File: config.mk
export PLATFORM = sky130hd
export DESIGN_NAME = hazard_unit
export DESIGN_NICKNAME = d
export VERILOG_FILES = /design/src/rtl/riscv_pipe_pkg.sv /design/src/rtl/muldiv_stall_fsm.sv /design/src/rtl/hazard_unit.sv
export SDC_FILE = /design/constraint.sdc
export NUM_CORES = 1
export LEC_CHECK = 0
export ABC_AREA = 1
export ABC_CLOCK_PERIOD_IN_PS = 1400
export CAP_MARGIN = 20
export CORE_ASPECT_RATIO = 1.4
export CORE_MARGIN = 5
export CORE_UTILIZATION = 50
export DETAILED_ROUTE_END_ITERATION = 7
export DONT_BUFFER_PORTS = 1
export GPL_ROUTABILITY_DRIVEN = 0
export PLACE_DENSITY = 0.65
export SLEW_MARGIN = 0
export SYNTH_ARGS = -nofsm -noshare
export SYNTH_HDL_FRONTEND = slang
export SYNTH_SLANG_ARGS = --single-unit
File: constraint.sdc
create_clock -name clk -period 1.4 [get_ports clk]
set_input_delay 0.35 -clock clk [delete_from_list [all_inputs] [get_ports clk]]
set_output_delay 0.35 -clock clk [all_outputs]
set_load 0.1 [all_outputs]
File: src/rtl/riscv_pipe_pkg.sv
// Shared pipeline definitions: forwarding select codes, MUL/DIV FSM states, small helpers.
package riscv_pipe_pkg;

  localparam logic [1:0] FWD_RF  = 2'b00;
  localparam logic [1:0] FWD_WB  = 2'b01;
  localparam logic [1:0] FWD_MEM = 2'b10;

  typedef enum logic [1:0] {
    IDLE = 2'd0,
    BUSY = 2'd1,
    DONE = 2'd2
  } md_state_t;

  // Memory-stage result wins over writeback because it is the younger producer.
  function automatic logic [1:0] fwd_sel(input logic       rw_m,
                                         input logic [4:0] rd_m,
                                         input logic       rw_w,
                                         input logic [4:0] rd_w,
                                         input logic [4:0] rs);
    if (rw_m && (rd_m != 5'd0) && (rd_m == rs))      return FWD_MEM;
    else if (rw_w && (rd_w != 5'd0) && (rd_w == rs)) return FWD_WB;
    else                                             return FWD_RF;
  endfunction

  function automatic logic [31:0] sat_inc(input logic [31:0] v, input logic en);
    if (en && (v != 32'hFFFF_FFFF)) return v + 32'd1;
    else                            return v;
  endfunction

endpackage

File: src/rtl/muldiv_stall_fsm.sv
// Sequences a fixed-latency MUL/DIV in Execute: stalls the front of the pipe, then
// pulses done for the cycle in which the Execute instruction finally advances.
module muldiv_stall_fsm
  import riscv_pipe_pkg::*;
#(
  parameter int unsigned MULDIV_LAT = 4
) (
  input  logic clk,
  input  logic reset,
  input  logic start_i,
  output logic md_stall_o,
  output logic busy_o,
  output logic done_o
);

  localparam bit         SINGLE = (MULDIV_LAT == 1);
  localparam logic [3:0] LOAD   = 4'(MULDIV_LAT - 1);

  md_state_t  state_q, state_d;
  logic [3:0] cnt_q, cnt_d;

  // A single-cycle op completes combinationally in the start cycle and never leaves IDLE,
  // so the following instruction is not mistaken for a second completion.
  always_comb begin
    state_d = state_q;
    cnt_d   = cnt_q;
    unique case (state_q)
      IDLE: begin
        if (start_i && !SINGLE) begin
          state_d = BUSY;
          cnt_d   = LOAD;
        end
      end
      BUSY: begin
        cnt_d = cnt_q - 4'd1;
        if (cnt_q == 4'd1) state_d = DONE;
      end
      DONE:    state_d = IDLE;
      default: state_d = IDLE;
    endcase
  end

  always_ff @(posedge clk) begin
    if (reset) begin
      state_q <= IDLE;
      cnt_q   <= 4'd0;
    end else begin
      state_q <= state_d;
      cnt_q   <= cnt_d;
    end
  end

  assign busy_o     = (state_q == BUSY);
  assign md_stall_o = ((state_q == IDLE) && start_i && !SINGLE) || busy_o;
  assign done_o     = (state_q == DONE) || ((state_q == IDLE) && start_i && SINGLE);

endmodule

File: src/rtl/hazard_unit.sv
// Stall/flush/forwarding control for the five-stage pipeline.
// Optional performance counters are built only when HAZARD_PERF_EN is defined.
module hazard_unit
  import riscv_pipe_pkg::*;
#(
  parameter int unsigned MULDIV_LAT = 4
) (
  input  logic        clk,
  input  logic        reset,
  input  logic [4:0]  Rs1D,
  input  logic [4:0]  Rs2D,
  input  logic [4:0]  Rs1E,
  input  logic [4:0]  Rs2E,
  input  logic [4:0]  RdE,
  input  logic [4:0]  RdM,
  input  logic [4:0]  RdW,
  input  logic        ResultSrcE0,
  input  logic        RegWriteM,
  input  logic        RegWriteW,
  input  logic        PCSrcE,
  input  logic        MulDivStartE,
  output logic [1:0]  ForwardAE,
  output logic [1:0]  ForwardBE,
  output logic        StallF,
  output logic        StallD,
  output logic        StallE,
  output logic        FlushD,
  output logic        FlushE,
  output logic        FlushM,
  output logic        MulDivBusy,
  output logic        MulDivDoneE,
  output logic [31:0] StallCycles,
  output logic [31:0] FlushCount
);

  logic lw_stall;
  logic md_stall;

  assign ForwardAE = fwd_sel(RegWriteM, RdM, RegWriteW, RdW, Rs1E);
  assign ForwardBE = fwd_sel(RegWriteM, RdM, RegWriteW, RdW, Rs2E);

  assign lw_stall = ResultSrcE0 && (RdE != 5'd0) && ((RdE == Rs1D) || (RdE == Rs2D));

  muldiv_stall_fsm #(
    .MULDIV_LAT(MULDIV_LAT)
  ) u_md_fsm (
    .clk       (clk),
    .reset     (reset),
    .start_i   (MulDivStartE),
    .md_stall_o(md_stall),
    .busy_o    (MulDivBusy),
    .done_o    (MulDivDoneE)
  );

  // A held MUL/DIV must not be squashed, so its stall overrides both flush sources.
  assign StallF = lw_stall || md_stall;
  assign StallD = lw_stall || md_stall;
  assign StallE = md_stall;
  assign FlushM = md_stall;
  assign FlushD = PCSrcE && !md_stall;
  assign FlushE = (lw_stall || PCSrcE) && !md_stall;

`ifdef HAZARD_PERF_EN
  logic [31:0] stall_cnt_q;
  logic [31:0] flush_cnt_q;

  always_ff @(posedge clk) begin
    if (reset) begin
      stall_cnt_q <= 32'd0;
      flush_cnt_q <= 32'd0;
    end else begin
      stall_cnt_q <= sat_inc(stall_cnt_q, StallF);
      flush_cnt_q <= sat_inc(flush_cnt_q, FlushE);
    end
  end

  assign StallCycles = stall_cnt_q;
  assign FlushCount  = flush_cnt_q;
`else
  assign StallCycles = 32'd0;
  assign FlushCount  = 32'd0;
`endif

endmodule

==> summary.md, run 1 <==
| Metric | Value |
|---|---|
| Area grow syn2layout | 26.9% |
| I/O pin total | 118 |
| Total number of yosys warnings | 0 |
| CTS H-tree depth | 1 |
| Top post-synthesis cells by area | buf_4 (38%), xnor2_1 (11%), nand2_1 (11%), dfxtp_1 (9.2%), inv_1 (5.8%) |
| CP Class | flip-flop to output port |
| Top layer in use | met4 |
| LEAKAGE | between 0.8 and 0.9 nW |
| Largest net degree at the start of global routing | 6 |
| DPL Wire Length | between 2 and 2.5 mm |
| Sequential area share after synthesis | 0.0924 |
| Max frequency | 0.641 GHz |
| Mean post-synth cell area | 6.40 um2 |
| 1st-iter DRT viols | 13 |
| RSZ-0062 raised after global routing | yes |
| Final Critical Period | 1560 ps |
| Tcrit/Tclk final | 1.11 |
| Total clock sinks | 6 |
| Status | finished with violations |
| Worst path cell trace | o21ai_4 > nand3_2 > nand2_8 |
| Vias in the first global route | approximately 1.0k |
| Filler Cell Count | roughly 240 |
| Die width | 53.1 um |
| Drt via density | 4.03 |
| Max Cap Viol | 0 |
| Share of the synthesized area in the top cell type | 0.381 |
| Final Skew | 0.760 ps |
| Failing checks | setup timing |
| First-pass GRT wire length | roughly 4.1 mm |
| Total GRT Usage | 0.142 |
| Initial Utilization | 0.508 |
| Post-Route WL | approximately 2.8 mm |
| Area occupied by multi-input gates | 1140 um2 |
| Final setup fails | 12 |
| # diodes | 0 |
| First-pass iteration count of the detailed router | 4 |
| Skew-Pair Late Insertion Delay | 240 ps |
| Average wire per standard cell | 11.2 um |
| Mapped cell area | 1300 um2 |
| Number of hold violations in the final report | 0 |
| Layout cells sized above 1 | 0.295 |
| Cell variety after synth | 21 |
| Non-Filler Instances | 253 |
| Met1 wire length | roughly 710 um |
| Slew Limit Fails | 0 |
| Via count | 1020 |
| CTS buffer count | 3 |
| Maximum vdd drop | 0.951 mV |
| Setup TNS | -1250 ps |
| Power Density | 1000 nW/um2 |
| Cts hold-fix bufs | 0 |
| # nets final | 263 |
| CP required | between 1000 and 1500 ps |
| Root Buffer | clkbuf_4 |
| Crit. End Element | output port |
| Initial antenna violation count | 0 |
| Crit path max fanout | 5 |
| Worst min path class | primary input to flip-flop |
| Die area | 3730 um2 |
| Met2 WL | 1.72 mm |
| Slowest Stage Delay on Critical Path | 330 ps |
| Cells after Synth | between 200 and 250 |
| Utilization after layout | 0.644 |
| Clock transition at path regs | 40 ps |
| Clock Tree Buf Depth | 2 |
| Crit-path slowest cell | dfxtp_2 |
| WL met3 | 401 um |
| I/O Buffers | 0 |
| CP arrival | roughly 1200 ps |
| Row count | 22 |
| Critical path startpoint category | flip-flop |
| Post-DRT Antenna Nets | 0 |
| Die Ht | approximately 70 um |
| CORE AREA | between 2000 and 3000 um2 |
| DRC | 0 |
| CTS tree | yes |
| Register area | roughly 120 um2 |
| Post-synthesis register bit count | 6 |
| Dpl cells | 247 |
| GRT overflow | 0 |
| Worst setup margin | -160 ps |
| Post-synth top area cell | buf_4 |
[cells by family (layout without fill, tap and decap cells)]
group | after synthesis | count (layout) | share of synthesized area
buffers and inverters | 92 | 43 | 0.456
AND/OR/NAND/NOR | 68 | 68 | 0.226
XOR/XNOR | 22 | 22 | 0.148
AO/OA/AOI/OAI | 12 | 12 | 0.0549
flip-flops | 6 | 6 | 0.0924
adder cells (fa/ha/maj) | 2 | 2 | 0.0192
other | 1 | 64 | 0.00288
[worst paths after layout]
path / cells after the start / from / slack [ps] / endpoint
min reg2reg: 2 / u_md_fsm.cnt_q[3] / 460 / u_md_fsm.cnt_q[3]
max: 3 / u_md_fsm.state_q[0] / -160 / FlushE
min: 1 / reset / 160 / u_md_fsm.state_q[0]
max reg2reg: 9 / u_md_fsm.state_q[0] / 60 / u_md_fsm.cnt_q[3]
[state kept, by name (all words and copies together) (netlist names)]
signal            cells
u_md_fsm.state_q      2
u_md_fsm.cnt_q        4
[final cells by class]
cell class	instances	area share
multi-input combinational	168	0.692
timing repair buffer	14	0.129
sequential	6	0.0744
inverter	26	0.0637
tap	36	0.0273
clock buffer	3	0.0137
[power by group]
| part | switching, mW | leakage, nW | internal (mW) | total (mW) |
|---|---|---|---|---|
| registers | 0.00836 | 0.0503 | 0.187 | 0.196 |
| logic | 1.08 | 0.755 | 0.223 | 1.30 |
| clock network | 0.0601 | 0.0138 | 0.0968 | 0.157 |
| total | 1.14 | 0.819 | 0.507 | 1.65 |
[cells in the final DEF, fill, tap and decap left out, types with 2 or more instances in the layout]
cell and count:
nand4_1 3, clkinvlp_4 2, xnor2_1 4, nor3_4 2
o21ai_1 3, nand3_2 4, buf_6 2, xor2_1 6
nand3_1 3, xnor2_2 5, inv_2 6, dfxtp_2 2
o21ai_4 2, xnor2_4 7, ha_1 2, buf_12 8
clkbuf_4 3, nor2_1 10, nor2_4 6, inv_1 17
dfxtp_1 4, conb_1 64, buf_4 4, a21oi_1 4
nand2_8 2, nand2_2 5, nand2_1 29
[Yosys cell counts (all sizes together)]
cell type,number
buf,66
nand2,37
inv,25
nor2,17
xnor2,16
nand3,7
o21ai,7
dfxtp,6
xor2,6
a21oi,4
nor3,4
nand4,3
ha,2
a221oi,1
clkinv,1
conb,1
[routing by layer]
layer | track usage | up-vias
met2 | 0.276 | 57
met4 | 0.0341 | 0
met1 | 0.122 | 446
met5 | 0 | -
met3 | 0.0661 | 2
li1 | - | 515
[critical path: cells and delay by family (launching register included)]
kind,cells,cell delay (ps)
simple gates,2,390
flops,1,330
compound gates,1,250
[repair_timing]
action                     in CTS  in global routing
hold endpoints to repair        0                  0
setup buffers                   2                  1
pin swaps                      15                  8
setup endpoints to repair      11                 12
resized for setup              25                  9
[through the flow]
stage,cell area (um2),hold slack [ps],setup WS [ps],total power [mW]
after floorplan,1710,412,-741,1.49
after CTS,1610,155,-177,1.64
after global placement,1410,415,-128,1.41
after global routing,1650,150,-217,1.71
after detailed placement,1410,415,-130,1.42
final,1650,164,-160,1.65
Note: power is estimated with default switching activity, not from simulation.
==> inputs of run 2 (changes only) <==
--- a/config.mk
+++ b/config.mk
@@ -14,7 +14,7 @@
 export DETAILED_ROUTE_END_ITERATION = 7
 export DONT_BUFFER_PORTS = 1
 export GPL_ROUTABILITY_DRIVEN = 0
-export PLACE_DENSITY = 0.65
+export PLACE_DENSITY = 0.76
 export SLEW_MARGIN = 0
 export SYNTH_ARGS = -nofsm -noshare
 export SYNTH_HDL_FRONTEND = slang
==> run 2 against run 1 <==
The run still ends with setup timing left. Wire length up 2.1%. First-iteration DRC count increased by 46%. Global-route usage is 0.32 points higher. Non-clock buffer count is 1 lower. Die area did not move. Clock power shrank 3%. Critical path type unchanged. Critical endpoint is now FlushD. Largest power group unchanged.
==> summary.md, run 2 (same netlist as run 1, synthesis figures left out) <==
| Metric | Value |
|---|---|
| Commonest cells after routing, fill and taps aside | conb_1 (64), nand2_1 (29), inv_1 (17), nor2_1 (9), buf_12 (8) |
| Power Density | 995 nW/um2 |
| Initial Utilization | 0.508 |
| DRC | 0 |
| Area grow syn2layout | 27.3% |
| Skew-Pair Late Insertion Delay | 240 ps |
| Pre-CTS setup slack | -185 ps |
| Root Buffer | clkbuf_4 |
| Crit path max fanout | 5 |
| Final Skew | 1.36 ps |
| CORE AREA | around 2600 um2 |
| CP arrival | 1210 ps |
| Register-to-register setup slack | 150 ps |
| Max frequency | 0.642 GHz |
| Tcrit/Tclk final | 1.11 |
| Biggest register | u_md_fsm.cnt_q |
| Critical path startpoint category | flip-flop |
| Worst min path class | primary input to flip-flop |
| Largest net degree at the start of global routing | 6 |
| Slew Limit Fails | 0 |
| Via count | 1050 |
| Area post-placement | 1410 um2 |
| Failing checks | setup timing |
| Slowest Stage Delay on Critical Path | 330 ps |
| Post-route cell area | 1660 um2 |
| Max Cap Viol | 0 |
| Worst path cell trace | o21ai_4 > nand2_4 > clkinvlp_4 > buf_12 |
| Final setup fails | 12 |
| Clock Tree Buf Depth | 2 |
| I/O Buffers | 0 |
| GRT overflow | 0 |
| Layout cells sized above 1 | 0.301 |
| Largest registers | u_md_fsm.cnt_q x4, u_md_fsm.state_q x2 |
| First-pass iteration count of the detailed router | 4 |
| Final Critical Period | about 1600 ps |
| Row count | 22 |
| Dpl cells | 247 |
| RSZ-0062 raised after global routing | yes |
| LEAKAGE | 0.815 nW |
| Worst setup margin | -157 ps |
| Maximum vdd drop | 0.922 mV |
| I/O pin total | about 120 |
| Crit-path slowest cell | dfxtp_2 |
| Vias in the first global route | 1057 |
| Total GRT Usage | 0.145 |
| Number of hold violations in the final report | 0 |
| Status | finished with violations |
| First-pass GRT wire length | 4.24 mm |
| 1st-iter DRT viols | 19 |
| Clock transition at path regs | 40 ps |
| Flip-flop count of the largest register after layout | 4 |
| Crit. End Element | output port |
| Initial antenna violation count | 0 |
| Non-Filler Instances | 252 |
| Die width | about 53 um |
| Average wire per standard cell | 11.5 um |
| Total clock sinks | 6 |
| CTS H-tree depth | 1 |
| Drt via density | 4.17 |
| CTS tree | yes |
| Post-DRT Antenna Nets | 0 |
| # nets final | 262 |
| Post-Route WL | 2.90 mm |
| Commonest non-fill, non-tap cell in the layout | conb_1 |
| DPL Wire Length | 2.50 mm |
| CTS buffer count | 3 |
| CP required | 1050 ps |
| CP Class | flip-flop to output port |
| Die Ht | 70.3 um |
| # diodes | 0 |
| Die area | roughly 3700 um2 |
[run 2: power by group]
part / switching (mW) / total [mW] / internal [mW]
clock: 0.0560 / 0.153 / 0.0965
sequential: 0.00823 / 0.196 / 0.187
combinational: 1.08 / 1.30 / 0.221
[run 2: critical path, delay by kind of cell, from the launching register on]
kind	cells	cell delay [ps]
buf+inv	2	260
compound gates	1	260
simple gates	1	120
flops	1	330
[run 2: metal layers]
layer | routed length [um] | GRT usage | vias up
met5 | 0 | 0 | -
met4 | 21 | 0.0341 | 0
met3 | 406 | 0.0640 | 2
met2 | 1730 | 0.298 | 70
met1 | 736 | 0.113 | 463
li1 | - | - | 515
[run 2: final timing paths]
check / from / to / cells past startpoint
setup / recovery: u_md_fsm.state_q[0] / FlushD / 4
hold / removal: reset / u_md_fsm.state_q[0] / 1
setup reg to reg: u_md_fsm.state_q[0] / u_md_fsm.cnt_q[3] / 8
hold reg to reg: u_md_fsm.cnt_q[3] / u_md_fsm.cnt_q[3] / 2
[run 2: layout make-up]
class / count / area (um2)
clock buffers: 3 / 22.5
fillers: 225 / 905
inverters: 26 / 108
multi-input cells: 168 / 1150
flip-flops and latches: 6 / 123
well taps: 36 / 45.0
repair buffers: 13 / 209
[run 2: metrics by stage]
step	hold slack (ps)	utilization	total power [mW]	setup TNS, ps
after floorplan	412	-	1.49	-3310
after global placement	416	0.552	1.41	-740
after detailed placement	415	0.552	1.42	-822
after CTS	163	0.625	1.64	-1370
after global routing	161	0.647	1.71	-1840
final	170	0.647	1.65	-1260
[run 2: what timing repair did]
action                     CTS  global route
hold buffers                 0             0
gates resized for setup     24            15
setup endpoints to repair   11            15
buffers inserted             3             1
pin swaps                   14            10
==> inputs of run 3 (changes only) <==
--- a/config.mk
+++ b/config.mk
@@ -11,6 +11,7 @@
 export CORE_ASPECT_RATIO = 1.4
 export CORE_MARGIN = 5
 export CORE_UTILIZATION = 50
+export CTS_BUF_LIST = sky130_fd_sc_hd__clkbuf_8
 export DETAILED_ROUTE_END_ITERATION = 7
 export DONT_BUFFER_PORTS = 1
 export GPL_ROUTABILITY_DRIVEN = 0
==> run 3 against run 2 <==
The run still ends with setup timing left. Sequential power barely moved. Non-clock buffer count did not move. Critical path type unchanged. Fmax rose by 1.3%. Sequential share of layout area barely moved. First-iteration DRC count fell by 11%. Setup slack improved by 20 ps. Hold slack improved by 17 ps. Final cell count did not move. Sequential cell count did not move. Clock-buffer cell count did not move. Highest routed layer unchanged.
==> summary.md, run 3 (same netlist as run 1, synthesis figures left out) <==
| Metric | Value |
|---|---|
| Layout cells sized above 1 | 0.301 |
| DPL Wire Length | 2.50 mm |
| Worst setup margin | -137 ps |
| Root Buffer | clkbuf_8 |
| Area occupied by multi-input gates | around 1100 um2 |
| Filler Cell Count | 225 |
| Slew Limit Fails | 0 |
| GRT overflow | 0 |
| CP required | 1050 ps |
| Crit. End Element | output port |
| Power Density | 1050 nW/um2 |
| Tcrit/Tclk final | 1.10 |
| I/O pin total | 118 |
| Die Ht | roughly 70 um |
| Initial antenna violation count | 0 |
| Die area | between 3000 and 4000 um2 |
| Post-DRT Antenna Nets | 0 |
| Commonest cells after routing, fill and taps aside | conb_1 (64), nand2_1 (29), inv_1 (17), nor2_1 (9), buf_12 (8) |
| Status | finished with violations |
| Drt via density | 4.18 |
| Clock transition at path regs | 40 ps |
| Area grow syn2layout | 28.0% |
| Register area | 123 um2 |
| Number of hold violations in the final report | 0 |
| CTS buffer count | 3 |
| Hold Path Depth | 1 |
| Maximum vdd drop | 0.922 mV |
| Pre-CTS setup slack | -185 ps |
| Final Critical Period | ~1500 ps |
| # diodes | 0 |
| Critical path startpoint category | flip-flop |
| DRC | 0 |
| Final Skew | 2.99 ps |
| CP Class | flip-flop to output port |
| Die width | ~53 um |
| Largest net degree at the start of global routing | 6 |
| Post-Route WL | 2.96 mm |
| Total clock sinks | 6 |
| Final setup fails | 10 |
| Skew-Pair Late Insertion Delay | 220 ps |
| CORE AREA | 2560 um2 |
| 1st-iter DRT viols | 17 |
| Clock Tree Buf Depth | 2 |
| Post-route cell area | 1660 um2 |
| Worst min path class | primary input to flip-flop |
| Worst Reg2Reg Path Length in Cells | 8 |
| I/O Buffers | 0 |
| # nets final | approximately 260 |
| Vias in the first global route | 1074 |
| Total GRT Usage | 0.150 |
| Failing checks | setup timing |
| Biggest register | u_md_fsm.cnt_q |
| GRT met1 Usage | 0.112 |
| RSZ-0062 raised after global routing | yes |
| LEAKAGE | 0.821 nW |
| CTS tree | yes |
| Area post-placement | around 1400 um2 |
| Row count | 22 |
| Flip-flop count of the largest register after layout | 4 |
| Max Cap Viol | 0 |
| First-pass GRT wire length | ~4.3 mm |
| Crit path max fanout | 5 |
| Max frequency | 0.651 GHz |
| Average wire per standard cell | 11.7 um |
| CP arrival | between 1000 and 1500 ps |
| First-pass iteration count of the detailed router | 4 |
| Initial Utilization | 0.508 |
| GR Layer Usage met2 | 0.304 |
| GR peak layer | met2 |
| Grt met3 use | 0.0640 |
| Largest registers | u_md_fsm.cnt_q x4, u_md_fsm.state_q x2 |
| Commonest non-fill, non-tap cell in the layout | conb_1 |
| Via count | 1053 |
| CTS H-tree depth | 1 |
## run 3: final cells by class
class	count	area share
timing repair buffer	13	0.121
inverter	26	0.0632
clock buffer	3	0.0248
multi-input combinational	168	0.690
sequential	6	0.0737
tap	36	0.0271
## run 3: what timing repair did
item	4_1_cts	5_1_grt
hold buffers	0	0
hold endpoints to repair	0	0
resized for setup	23	10
endpoints found under the setup margin	11	11
pin swaps	12	11
setup buffers	2	0
## run 3: final timing paths
| path | start | slack (ps) | endpoint |
|---|---|---|---|
| setup / recovery | u_md_fsm.state_q[0] | -140 | FlushD |
| hold / removal | reset | 190 | u_md_fsm.state_q[0] |
| setup reg to reg | u_md_fsm.state_q[0] | 110 | u_md_fsm.cnt_q[0] |
| hold reg to reg | u_md_fsm.cnt_q[3] | 460 | u_md_fsm.cnt_q[3] |
## run 3: metrics by stage
stage	util	power, mW	std cells	TNS [ps]	hold WS (ps)
2_1_floorplan	-	1.49	266	-3310	412
3_3_place_gp	0.552	1.41	247	-740	416
3_5_place_dp	0.552	1.42	247	-822	415
4_1_cts	0.628	1.73	252	-1140	183
5_1_grt	0.650	1.81	252	-1500	186
6_report	0.650	1.75	252	-1040	187
## run 3: metal layers
metal,share of wire,vias up
met4,0.013,0
met1,0.25,470
met5,0,-
met2,0.60,66
met3,0.14,4
li1,-,513
## run 3: worst max-delay path: stages (launching register included)
cell        delay [ps]
dfxtp_2            320
o21ai_4            260
nand2_4            120
clkinvlp_4         100
buf_12             160
## run 3: power by group
| group | switching (mW) | leakage, nW | internal (mW) |
|---|---|---|---|
| Combinational | 1.08 | 0.749 | 0.218 |
| Sequential | 0.00802 | 0.0503 | 0.188 |
| Clock | 0.0707 | 0.0216 | 0.184 |
